--- config.mk ---
export PLATFORM = sky130hd
export DESIGN_NAME = sprite_rom_arbiter
export DESIGN_NICKNAME = d
export VERILOG_FILES = /design/src/rtl/sprite_pkg.sv /design/src/rtl/rr_arbiter_2.sv /design/src/rtl/sprite_rom_arbiter.sv
export SDC_FILE = /design/constraint.sdc
export NUM_CORES = 1
export LEC_CHECK = 0
export CORE_MARGIN = 2
export CORE_UTILIZATION = 40
export CTS_BUF_LIST = sky130_fd_sc_hd__clkbuf_2 sky130_fd_sc_hd__clkbuf_4 sky130_fd_sc_hd__clkbuf_8
export DETAILED_ROUTE_END_ITERATION = 10
export PLACE_DENSITY_LB_ADDON = 0.15
export SKIP_LAST_GASP = 1
export SLEW_MARGIN = 15
export SYNTH_ARGS = -nofsm -noshare
export SYNTH_HDL_FRONTEND = slang
export SYNTH_SLANG_ARGS = --single-unit
export TNS_END_PERCENT = 30
--- constraint.sdc ---
create_clock -name CLOCK_50 -period 2.4 [get_ports CLOCK_50]
set_clock_uncertainty 0.15 [all_clocks]
set_input_delay 0.48 -clock CLOCK_50 [delete_from_list [all_inputs] [get_ports CLOCK_50]]
set_output_delay 0.48 -clock CLOCK_50 [all_outputs]
set_load 0.01 [all_outputs]
--- src/rtl/sprite_pkg.sv ---
// Shared widths, FSM state encoding and latched-request layout for the sprite ROM arbiter.
package sprite_pkg;
  localparam int SPRITE_ID_W = 3;
  localparam int COORD_W     = 5;
  localparam int PIX_W       = 8;
  localparam int ROM_LAT     = 1;

  typedef enum logic [1:0] {
    IDLE  = 2'd0,
    ISSUE = 2'd1,
    DRAIN = 2'd2
  } state_t;

  // While a burst runs, x holds the current column and len the remaining count.
  typedef struct packed {
    logic [SPRITE_ID_W-1:0] id;
    logic [COORD_W-1:0]     y;
    logic [COORD_W-1:0]     x;
    logic [COORD_W-1:0]     len;
  } req_t;
endpackage

--- src/rtl/rr_arbiter_2.sv ---
// Two-way round-robin grant: a lone requester wins, a tie goes to the one not served last.
module rr_arbiter_2 (
  input  logic [1:0] valid,
  input  logic       last_ptr,
  output logic [1:0] grant
);
  always_comb begin
    grant = 2'b00;
    case (valid)
      2'b01:   grant = 2'b01;
      2'b10:   grant = 2'b10;
      2'b11:   grant = last_ptr ? 2'b01 : 2'b10;
      default: grant = 2'b00;
    endcase
  end
endmodule

--- src/rtl/sprite_rom_arbiter.sv ---
// Shares the sprite ROM read port between two burst requesters; one byte address per cycle,
// responses tagged with owner and last-beat flags.
module sprite_rom_arbiter #(
  parameter int N_REQ   = 2,
  parameter int ROM_LAT = sprite_pkg::ROM_LAT
) (
  input  logic                                        CLOCK_50,
  input  logic                                        RESET_N,
  // Transfer when REQ_VALID[i] && REQ_READY[i]; fields stay stable while VALID is high.
  input  logic [N_REQ-1:0]                            REQ_VALID,
  output logic [N_REQ-1:0]                            REQ_READY,
  input  logic [N_REQ-1:0][sprite_pkg::SPRITE_ID_W-1:0] REQ_ID,
  input  logic [N_REQ-1:0][sprite_pkg::COORD_W-1:0]   REQ_Y,
  input  logic [N_REQ-1:0][sprite_pkg::COORD_W-1:0]   REQ_X,
  input  logic [N_REQ-1:0][sprite_pkg::COORD_W-1:0]   REQ_LEN,
  output logic                                        ROM_RE,
  output logic [sprite_pkg::SPRITE_ID_W-1:0]          ROM_ID,
  output logic [sprite_pkg::COORD_W-1:0]              ROM_X,
  output logic [sprite_pkg::COORD_W-1:0]              ROM_Y,
  input  logic [sprite_pkg::PIX_W-1:0]                ROM_PIXEL,
  output logic                                        RSP_VALID,
  output logic                                        RSP_OWNER,
  output logic [sprite_pkg::PIX_W-1:0]                RSP_DATA,
  output logic                                        RSP_LAST,
  output logic                                        BUSY
);
  import sprite_pkg::*;

  state_t             state, state_nxt;
  req_t               req_q;
  logic               ptr;
  logic [1:0]         grant;
  logic               winner;
  logic               accept;
  logic [ROM_LAT-1:0] vld_pipe, own_pipe, last_pipe;

  rr_arbiter_2 u_arb (
    .valid    (REQ_VALID),
    .last_ptr (ptr),
    .grant    (grant)
  );

  assign winner    = grant[1];
  // Gated by RESET_N so READY reads 0 while reset is held even with requests pending.
  assign accept    = (state == IDLE) && RESET_N && (|REQ_VALID);
  assign REQ_READY = accept ? grant : '0;

  always_ff @(posedge CLOCK_50 or negedge RESET_N) begin
    if (!RESET_N) state <= IDLE;
    else          state <= state_nxt;
  end

  always_comb begin
    state_nxt = state;
    case (state)
      IDLE:    if (accept) state_nxt = ISSUE;
      ISSUE:   if (req_q.len == '0) state_nxt = DRAIN;
      DRAIN:   state_nxt = IDLE;
      default: state_nxt = IDLE;
    endcase
  end

  // The column only advances while more bytes remain, so the address holds after the burst.
  always_ff @(posedge CLOCK_50 or negedge RESET_N) begin
    if (!RESET_N) begin
      ptr   <= 1'b1;
      req_q <= '0;
    end else if (accept) begin
      ptr       <= winner;
      req_q.id  <= REQ_ID[winner];
      req_q.y   <= REQ_Y[winner];
      req_q.x   <= REQ_X[winner];
      req_q.len <= REQ_LEN[winner];
    end else if (state == ISSUE && req_q.len != '0) begin
      req_q.x   <= req_q.x + 1'b1;
      req_q.len <= req_q.len - 1'b1;
    end
  end

  assign ROM_RE = (state == ISSUE);
  assign ROM_ID = req_q.id;
  assign ROM_Y  = req_q.y;
  assign ROM_X  = req_q.x;

  always_ff @(posedge CLOCK_50 or negedge RESET_N) begin
    if (!RESET_N) begin
      vld_pipe  <= '0;
      own_pipe  <= '0;
      last_pipe <= '0;
    end else begin
      vld_pipe[0]  <= ROM_RE;
      own_pipe[0]  <= ptr;
      last_pipe[0] <= ROM_RE && (req_q.len == '0);
      for (int i = 1; i < ROM_LAT; i++) begin
        vld_pipe[i]  <= vld_pipe[i-1];
        own_pipe[i]  <= own_pipe[i-1];
        last_pipe[i] <= last_pipe[i-1];
      end
    end
  end

  assign RSP_VALID = vld_pipe[ROM_LAT-1];
  assign RSP_OWNER = own_pipe[ROM_LAT-1];
  assign RSP_LAST  = last_pipe[ROM_LAT-1];
  assign RSP_DATA  = RSP_VALID ? ROM_PIXEL : '0;
  assign BUSY      = (state != IDLE);
endmodule
==> summary.txt, run 1 <==
Power and ir drop
  • Leak: 0.9592 nW
  • Worst IR Drop VDD: 0.0005435 V
  • PD cells: 958.6 nW/µm²

Drt
  • Initial DRC Count: 32
  • Total wire length after detailed routing: 3499 µm
  • Detail Route Antenna Nets: 0
  • Wire length per cell: 13.35 µm
  • Initial DRT Pass Iterations: 4
  • Via/cell ratio: 4.870
  • Drc violations: 0
  • Detailed-route via count: 1,276

Worst setup path
  • Worst Setup SP: RESET_N
  • CP required: 1770 ps
  • Data arrival time of the critical path: 1640 ps
  • Startpoint Class: input pin
  • Worst r2r src: req_q[0]
  • Crit Path Class: in -> out
  • Capturing element type of the critical path: primary output
  • Maximum net fanout on the critical path: 3

Placement
  • Port Buffers: 75
  • Placement Setup Slack: -307.9 ps
  • Dpl hpwl: 2789 µm
  • Dpl cell area: 2202 µm²
  • Final Wtd Congestion: 0.7673

Yosys
  • Number of synthesized flops with an enable pin: 0
  • Area share of the largest cell type after synthesis: 40.03%
  • Top post-synthesis cells by area: dfrtp_1, mux2i_1, buf_4, and2_1, a211oi_1
  • Dominant cell type by area after synthesis: dfrtp_1
  • Synth async-reset ratio: 100.0%
  • Top FF cell, synth: dfrtp_1
  • Register bit total from synthesis: 24
  • Post-Syn Nets: 199
  • Ys Warns: 0
  • Synthesized area per cell: 9.714 µm²
  • Number of distinct library cells after synthesis: 36
  • Mapped Area: 1438 µm²
  • Post-synthesis sequential area ratio: 41.86%
  • Post-Synthesis Cells: 148

Hold path
  • HP Class: reg -> reg
  • Min-delay src: ptr

Global route
  • All-Layer GR Usage: 18.87%
  • Met2 usage: 35.81%
  • GRT Max-Usage Layer: met2
  • Largest net degree at the start of global routing: 28
  • Global routing usage on met3: 4.930%
  • Initial antenna violation count: 0
  • Number of global-route vias before repair: 1,326
  • Global-route wire length before repair: 6092 µm
  • Met1 usage: 21.12%
  • GRT overflow: 0

STA
  • Final critical-path required period: 2273 ps
  • Setup Viol. Count Final: 0
  • Max Fclk: 0.4399 GHz
  • RSZ-0062 raised after global routing: false
  • Period utilisation layout: 94.72%
  • Slew Limit Headroom: 48.01%
  • PnR worst setup slack: 126.6 ps
  • Least-Margin Pin Slew: 779.8 ps
  • Setup TNS: 0 ps
  • Fin Hold WS: 285.9 ps
  • Hold Fails Final Rpt: 0
  • Final Max Slew Viols: 0

Outcome
  • Outcome: finished, final reports clean

Clock tree
  • Clock Tree Root: clkbuf_4
  • H-tree Lvls: 1
  • Clk_lat worst skew: 320 ps
  • Maximum clock path buffer count: 2
  • Clock sink count: 24
  • Num CTS Buffers: 3
  • Clock-pin slew on the worst setup and hold paths: 130 ps
  • TritonCTS clock tree: yes
  • Hold_buf cts: 0

Layout
  • Nets: 268
  • Final Cell Area: 2237 µm²
  • Antenna Cells: 0
  • Layout cells sized above 1: 10.65%
  • Area grow syn2layout: 55.61%
  • Most common cell after layout, fill and taps aside: clkdlybuf4s50_1
  • FILL cells: 281
  • Fin util: 66.00%
  • Most frequent cells in the layout: clkdlybuf4s50_1, dfrtp_1, mux2i_1

Floorplan
  • Die Wd: 63.95 µm
  • Core Area: 3390 µm²
  • Die ar.: 4090 µm²
  • Die height: 63.95 µm
  • # rows: 21
  • Initial core utilization: 42.41%
  • Boundary Pins: 76

Flow run
  • MaxCap Viol Count: 0
through the flow:
step                total power [mW]  std cells
CTS                            2.167        262
floorplan                      1.502        148
finish                         2.145        262
global placement               1.899        258
detailed placement             1.945        258
global route                   2.326        262
critical path, cell delays in order:
cell	delay (ps)
clkdlybuf4s50_1	470
nor3b_2	150
buf_4	140
o21a_1	120
and2_1	140
clkbuf_2	140
metal layers:
layer  up-vias  part of all wire (%)
li1        638                     -
met3         5                   6.7
met5         -                     0
met1       590                    39
met2        43                    54
met4         0                  0.66
report_power, final:
group          switching [mW]  internal, mW
Clock                   0.125        0.0929
Combinational           0.490         0.694
Sequential              0.147         0.596
Yosys cell counts, drive strengths merged, types with 2 or more instances:
cell type  number
nand3           8
or2             2
nor2            4
a211oi          7
and2           10
nor2b           8
xor2            2
dfrtp          23
ha              3
nand2           8
o21ai           9
xnor2           2
buf            17
inv             2
nand2b          3
o211ai          4
a21oi           7
mux2i          11
and4b           2
and3            3
clkbuf          4
kinds of logic (layout without fill, tap and decap cells):
logic type | count (synthesis) | count (layout) | synth area share [%]
compound gates | 31 | 31 | 13.84
xor+xnor | 4 | 4 | 2.437
fa+ha+maj | 3 | 3 | 2.611
buf+inv | 23 | 91 | 10.18
flops | 24 | 24 | 41.86
mux | 12 | 12 | 8.703
simple gates | 51 | 51 | 20.37
path summary, 6_finish.rpt:
kind / endpoint / slack (ps) / cells past startpoint
worst max-delay path: REQ_READY[1] / 130 / 6
worst min-delay path: RSP_OWNER / 290 / 0
worst max register to register: req_q[1] / 180 / 6
worst min register to register: RSP_OWNER / 290 / 0
max in group asynchronous: ptr / 1450 / 2
min in group asynchronous: RSP_OWNER / 370 / 2
cell type report:
type | instances | area (µm²) | share of cell area (%)
timing repair buffer | 85 | 832.0 | 37.19
tap | 46 | 57.56 | 2.573
clock buffer | 4 | 36.28 | 1.622
sequential | 24 | 601.8 | 26.90
inverter | 2 | 7.507 | 0.3356
multi-input combinational | 101 | 701.9 | 31.38
registers in the layout (all words and copies together) (netlist names), 2 cells and up:
register,cells
ROM_ID,3
ROM_X,5
ROM_Y,5
req_q,5
state,2
repair_timing:
action,in CTS,in global routing
setup buffers,0,0
setup endpoints to repair,2,2
resized for setup,2,3
hold endpoints to repair,0,0
Power figures use the tool's default switching activity.
==> run 2: changes to the inputs <==
==> constraint.sdc (replaced) <==
create_clock -name CLOCK_50 -period 2.2 [get_ports CLOCK_50]
set_clock_uncertainty 0.15 [all_clocks]
set_input_delay 0.44 -clock CLOCK_50 [delete_from_list [all_inputs] [get_ports CLOCK_50]]
set_output_delay 0.44 -clock CLOCK_50 [all_outputs]
set_load 0.01 [all_outputs]
==> run 2 against run 1 <==
First-iteration DRC count shrank 31%. Cell count grew 1.5%. Power grew 10%. Die area is the same. Largest power group unchanged. Highest routed layer unchanged.
==> summary.txt, run 2 (same netlist as run 1, synthesis figures left out) <==
Clock tree
  • Clk_lat worst skew: 310 ps
  • H-tree Lvls: 1
  • Clock Tree Root: clkbuf_4
  • Clock-pin slew on the worst setup and hold paths: 130 ps
  • Maximum clock path buffer count: 2
  • TritonCTS clock tree: yes
  • Clock sink count: 24
  • Num CTS Buffers: 3

STA
  • Setup TNS: 0 ps
  • Max Fclk: 0.4650 GHz
  • PnR worst setup slack: 49.48 ps
  • RSZ-0062 raised after global routing: true
  • Hold Fails Final Rpt: 0
  • Final critical-path required period: 2151 ps
  • Period utilisation layout: 97.75%
  • Fin Hold WS: 286.9 ps
  • Slew Limit Headroom: 78.32%
  • Setup Viol. Count Final: 0
  • Final Max Slew Viols: 0
  • Least-Margin Pin Slew: 325.2 ps

Floorplan
  • Core Area: 3390 µm²
  • # rows: 21
  • Initial core utilization: 42.41%
  • Die height: 63.95 µm
  • Die Wd: 63.95 µm
  • Die ar.: 4090 µm²
  • Boundary Pins: 76

Global route
  • Number of global-route vias before repair: 1,336
  • Largest net degree at the start of global routing: 28
  • All-Layer GR Usage: 18.12%
  • GRT overflow: 0
  • Initial antenna violation count: 0
  • Global-route wire length before repair: 5871 µm

Layout
  • Sequential Area: 601.8 µm²
  • FILL cells: 280
  • Fin util: 67.52%
  • Multi-input gate area: 704.4 µm²
  • Antenna Cells: 0
  • Nets: 272
  • Area grow syn2layout: 59.18%
  • Most common cell after layout, fill and taps aside: clkdlybuf4s50_1
  • Most frequent cells in the layout: clkdlybuf4s50_1, dfrtp_1, mux2i_1, buf_4
  • Layout cells sized above 1: 12.27%

Placement
  • Placement Setup Slack: -459.6 ps
  • Dpl hpwl: 2860 µm
  • Final Wtd Congestion: 0.7527
  • Port Buffers: 75

Worst setup path
  • Crit Path Class: in -> out
  • Startpoint Class: input pin
  • Maximum net fanout on the critical path: 1
  • Capturing element type of the critical path: primary output
  • Data arrival time of the critical path: 1560 ps
  • CP required: 1610 ps

Flow run
  • MaxCap Viol Count: 0

Power and ir drop
  • Leak: 0.9924 nW
  • PD cells: 1035 nW/µm²
  • Worst IR Drop VDD: 0.0005860 V

Hold path
  • HP Class: reg -> reg

Drt
  • Initial DRT Pass Iterations: 4
  • Drc violations: 0
  • Total wire length after detailed routing: 3596 µm
  • Initial DRC Count: 22
  • Wire length per cell: 13.52 µm
  • Via/cell ratio: 4.898
  • Detailed-route via count: 1,303
  • Detail Route Antenna Nets: 0

Outcome
  • Outcome: finished, final reports clean
run 2: path summary, 6_finish.rpt:
kind                              start           to  slack (ps)  depth (start not counted)
max                        ROM_PIXEL[2]  RSP_DATA[2]          50                          3
min                                 ptr    RSP_OWNER         290                          0
max reg2reg                    req_q[0]     req_q[1]          50                          6
min reg2reg                         ptr    RSP_OWNER         290                          0
max in group asynchronous       RESET_N          ptr        1100                          3
min in group asynchronous       RESET_N     RSP_LAST         510                          3
run 2: per-layer routing:
layer  part of all wire (%)  up-vias  track usage, %
met2                     55       43           35.68
met3                    7.1        2           4.225
met5                      0        -               0
met1                     37      612           18.55
li1                       -      646               -
met4                   0.58        0           5.435
run 2: power by group:
| part | internal [mW] | leakage (nW) | switching, mW |
|---|---|---|---|
| sequential | 0.649 | 0.288 | 0.164 |
| clock | 0.101 | 0.0210 | 0.133 |
| combinational | 0.780 | 0.684 | 0.542 |
run 2: critical path: stages:
cell and delay [ps]:
clkdlybuf4s50_1 450, and2_1 130, clkdlybuf4s50_1 540
run 2: area by class of cell:
class | instances | area share, %
timing repair buffer | 89 | 38.49
sequential | 24 | 26.30
inverter | 2 | 0.3280
multi-input combinational | 101 | 30.78
tap | 46 | 2.515
clock buffer | 4 | 1.586
run 2: what timing repair did:
item | in CTS | in global routing
hold buffers | 0 | 1
pin swaps | 0 | 0
resized for setup | 7 | 2
endpoints found under the setup margin | 2 | 3
setup buffers | 2 | 0
endpoints found under the hold margin | 0 | 13
run 2: through the flow:
stage          cell area, µm²  power [mW]  instances
3_3_place_gp             2222       2.084        259
4_1_cts                  2275       2.393        265
5_1_grt                  2288       2.555        266
2_1_floorplan            1438       1.639        148
3_5_place_dp             2222       2.147        259
6_report                 2288       2.369        266
==> run 3: changes to the inputs <==
==> constraint.sdc (replaced) <==
create_clock -name CLOCK_50 -period 2.31 [get_ports CLOCK_50]
set_clock_uncertainty 0.15 [all_clocks]
set_input_delay 0.3465 -clock CLOCK_50 [delete_from_list [all_inputs] [get_ports CLOCK_50]]
set_output_delay 0.3465 -clock CLOCK_50 [all_outputs]
set_load 0.01 [all_outputs]
==> run 3 against run 2 <==
Sequential share of layout area rose by 0.69 points. First-iteration DRC count decreased by 23%. Wire length fell by 5.6%. Flip-flop and latch count unchanged. Design area shrank 2.6%. Critical endpoint is now req_q[1].
==> summary.txt, run 3 (same netlist as run 1, synthesis figures left out) <==
Outcome
  • Outcome: finished, final reports clean

Drt
  • Detail Route Antenna Nets: 0
  • Top sig layer: met4
  • Via/cell ratio: 4.885
  • Initial DRC Count: 17
  • Metal3 WL: 207 µm
  • Drc violations: 0
  • Detailed-route via count: 1,270
  • Wire length per cell: 13.06 µm
  • M1 wire length: 1383 µm
  • WL met2: 1782 µm
  • Total wire length after detailed routing: 3395 µm
  • Initial DRT Pass Iterations: 4

Power and ir drop
  • PD cells: 994.9 nW/µm²
  • Worst IR Drop VDD: 0.0005656 V
  • Leak: 0.9664 nW
  • Total power: 2.218 mW

Clock tree
  • Hold_buf cts: 0
  • H-tree Lvls: 1
  • TritonCTS clock tree: yes
  • Clock sink count: 24
  • Num CTS Buffers: 3
  • Maximum clock path buffer count: 2
  • Clk_lat worst skew: 310 ps
  • Clock-pin slew on the worst setup and hold paths: 130 ps
  • Clock Tree Root: clkbuf_4

Floorplan
  • Die Wd: 63.95 µm
  • Initial core utilization: 42.41%
  • Core Area: 3390 µm²
  • Die ar.: 4090 µm²
  • # rows: 21
  • Boundary Pins: 76
  • Die height: 63.95 µm

Worst setup path
  • Crit-path cells: inv_1, ha_1, or4b_1, and2_4, mux2_4, a21oi_2
  • Buffers & Inverters on Critical Path: 1
  • Slowest CP cell: or4b_1
  • Delay-heaviest family, CP: simple AND/OR/NAND/NOR gates
  • Crit Path Class: reg -> reg
  • Largest stage delay on the critical path: 580 ps
  • Startpoint Class: flip-flop
  • Maximum net fanout on the critical path: 6
  • Capturing element type of the critical path: flip-flop
  • Data arrival time of the critical path: 2310 ps
  • CP required: 2420 ps

STA
  • Final critical-path required period: 2203 ps
  • Least-Margin Pin Slew: 805.2 ps
  • PnR worst setup slack: 106.6 ps
  • Setup Viol. Count Final: 0
  • Final Max Slew Viols: 0
  • Hold Fails Final Rpt: 0
  • Slew Limit Headroom: 46.32%
  • RSZ-0062 raised after global routing: true
  • Period utilisation layout: 95.38%
  • Max Fclk: 0.4538 GHz

Global route
  • Number of global-route vias before repair: 1,248
  • Initial antenna violation count: 0
  • GRT overflow: 0
  • Global-route wire length before repair: 5616 µm
  • All-Layer GR Usage: 17.47%
  • Largest net degree at the start of global routing: 28

Flow run
  • MaxCap Viol Count: 0

Placement
  • Dpl cells: 256
  • Final Wtd Congestion: 0.7723
  • Dpl cell area: 2187 µm²
  • Dpl hpwl: 2723 µm
  • Port Buffers: 75
  • Placement Setup Slack: -167.0 ps

Layout
  • Most frequent cells in the layout: clkdlybuf4s50_1, dfrtp_1, mux2i_1
  • Layout cells sized above 1: 9.346%
  • Area grow syn2layout: 55.09%
  • Final Cell Area: 2230 µm²
  • Most common cell after layout, fill and taps aside: clkdlybuf4s50_1
  • Final std cells w/o fill: 260
  • Antenna Cells: 0
  • Nets: 266

Hold path
  • HP Class: in -> async
run 3: final cells by class:
type	instances	area (µm²)
fill	267	1160
timing repair buffer	83	824.5
multi-input combinational	101	701.9
sequential	24	601.8
tap	46	57.56
clock buffer	4	36.28
inverter	2	7.507
run 3: repair_timing:
action	in CTS	in global routing
pin swaps	0	0
setup endpoints to repair	2	3
buffers inserted	0	0
gates resized for setup	1	2
run 3: routing by layer:
layer  vias up  GRT usage [%]
met2        47          31.51
met4         0          4.076
met1       585          20.76
met3         2          4.225
met5         -              0
li1        636              -
run 3: stage by stage:
stage	setup TNS [ps]	hold WS [ps]	utilization, %
3_5_place_dp	-178.8	267.5	64.53
6_report	0	245.1	65.78
2_1_floorplan	0	-99.09	-
3_3_place_gp	-150.3	265.7	64.53
4_1_cts	-37.58	250.0	65.56
5_1_grt	-17.69	275.6	65.78
run 3: worst paths after layout:
path	startpoint	to	slack (ps)	cells after the start
max	req_q[0]	req_q[1]	110	6
min	RESET_N	RSP_OWNER	250	2
max reg2reg	req_q[0]	req_q[1]	110	6
min reg2reg	ptr	RSP_OWNER	290	0
max in group asynchronous	RESET_N	ptr	1480	2
min in group CLOCK_50	ptr	RSP_OWNER	290	0
run 3: report_power, final:
group	switching [mW]	internal (mW)	leakage, nW
combinational	0.505	0.722	0.658
clock	0.124	0.0963	0.0210
sequential	0.153	0.619	0.288
total	0.782	1.44	0.966
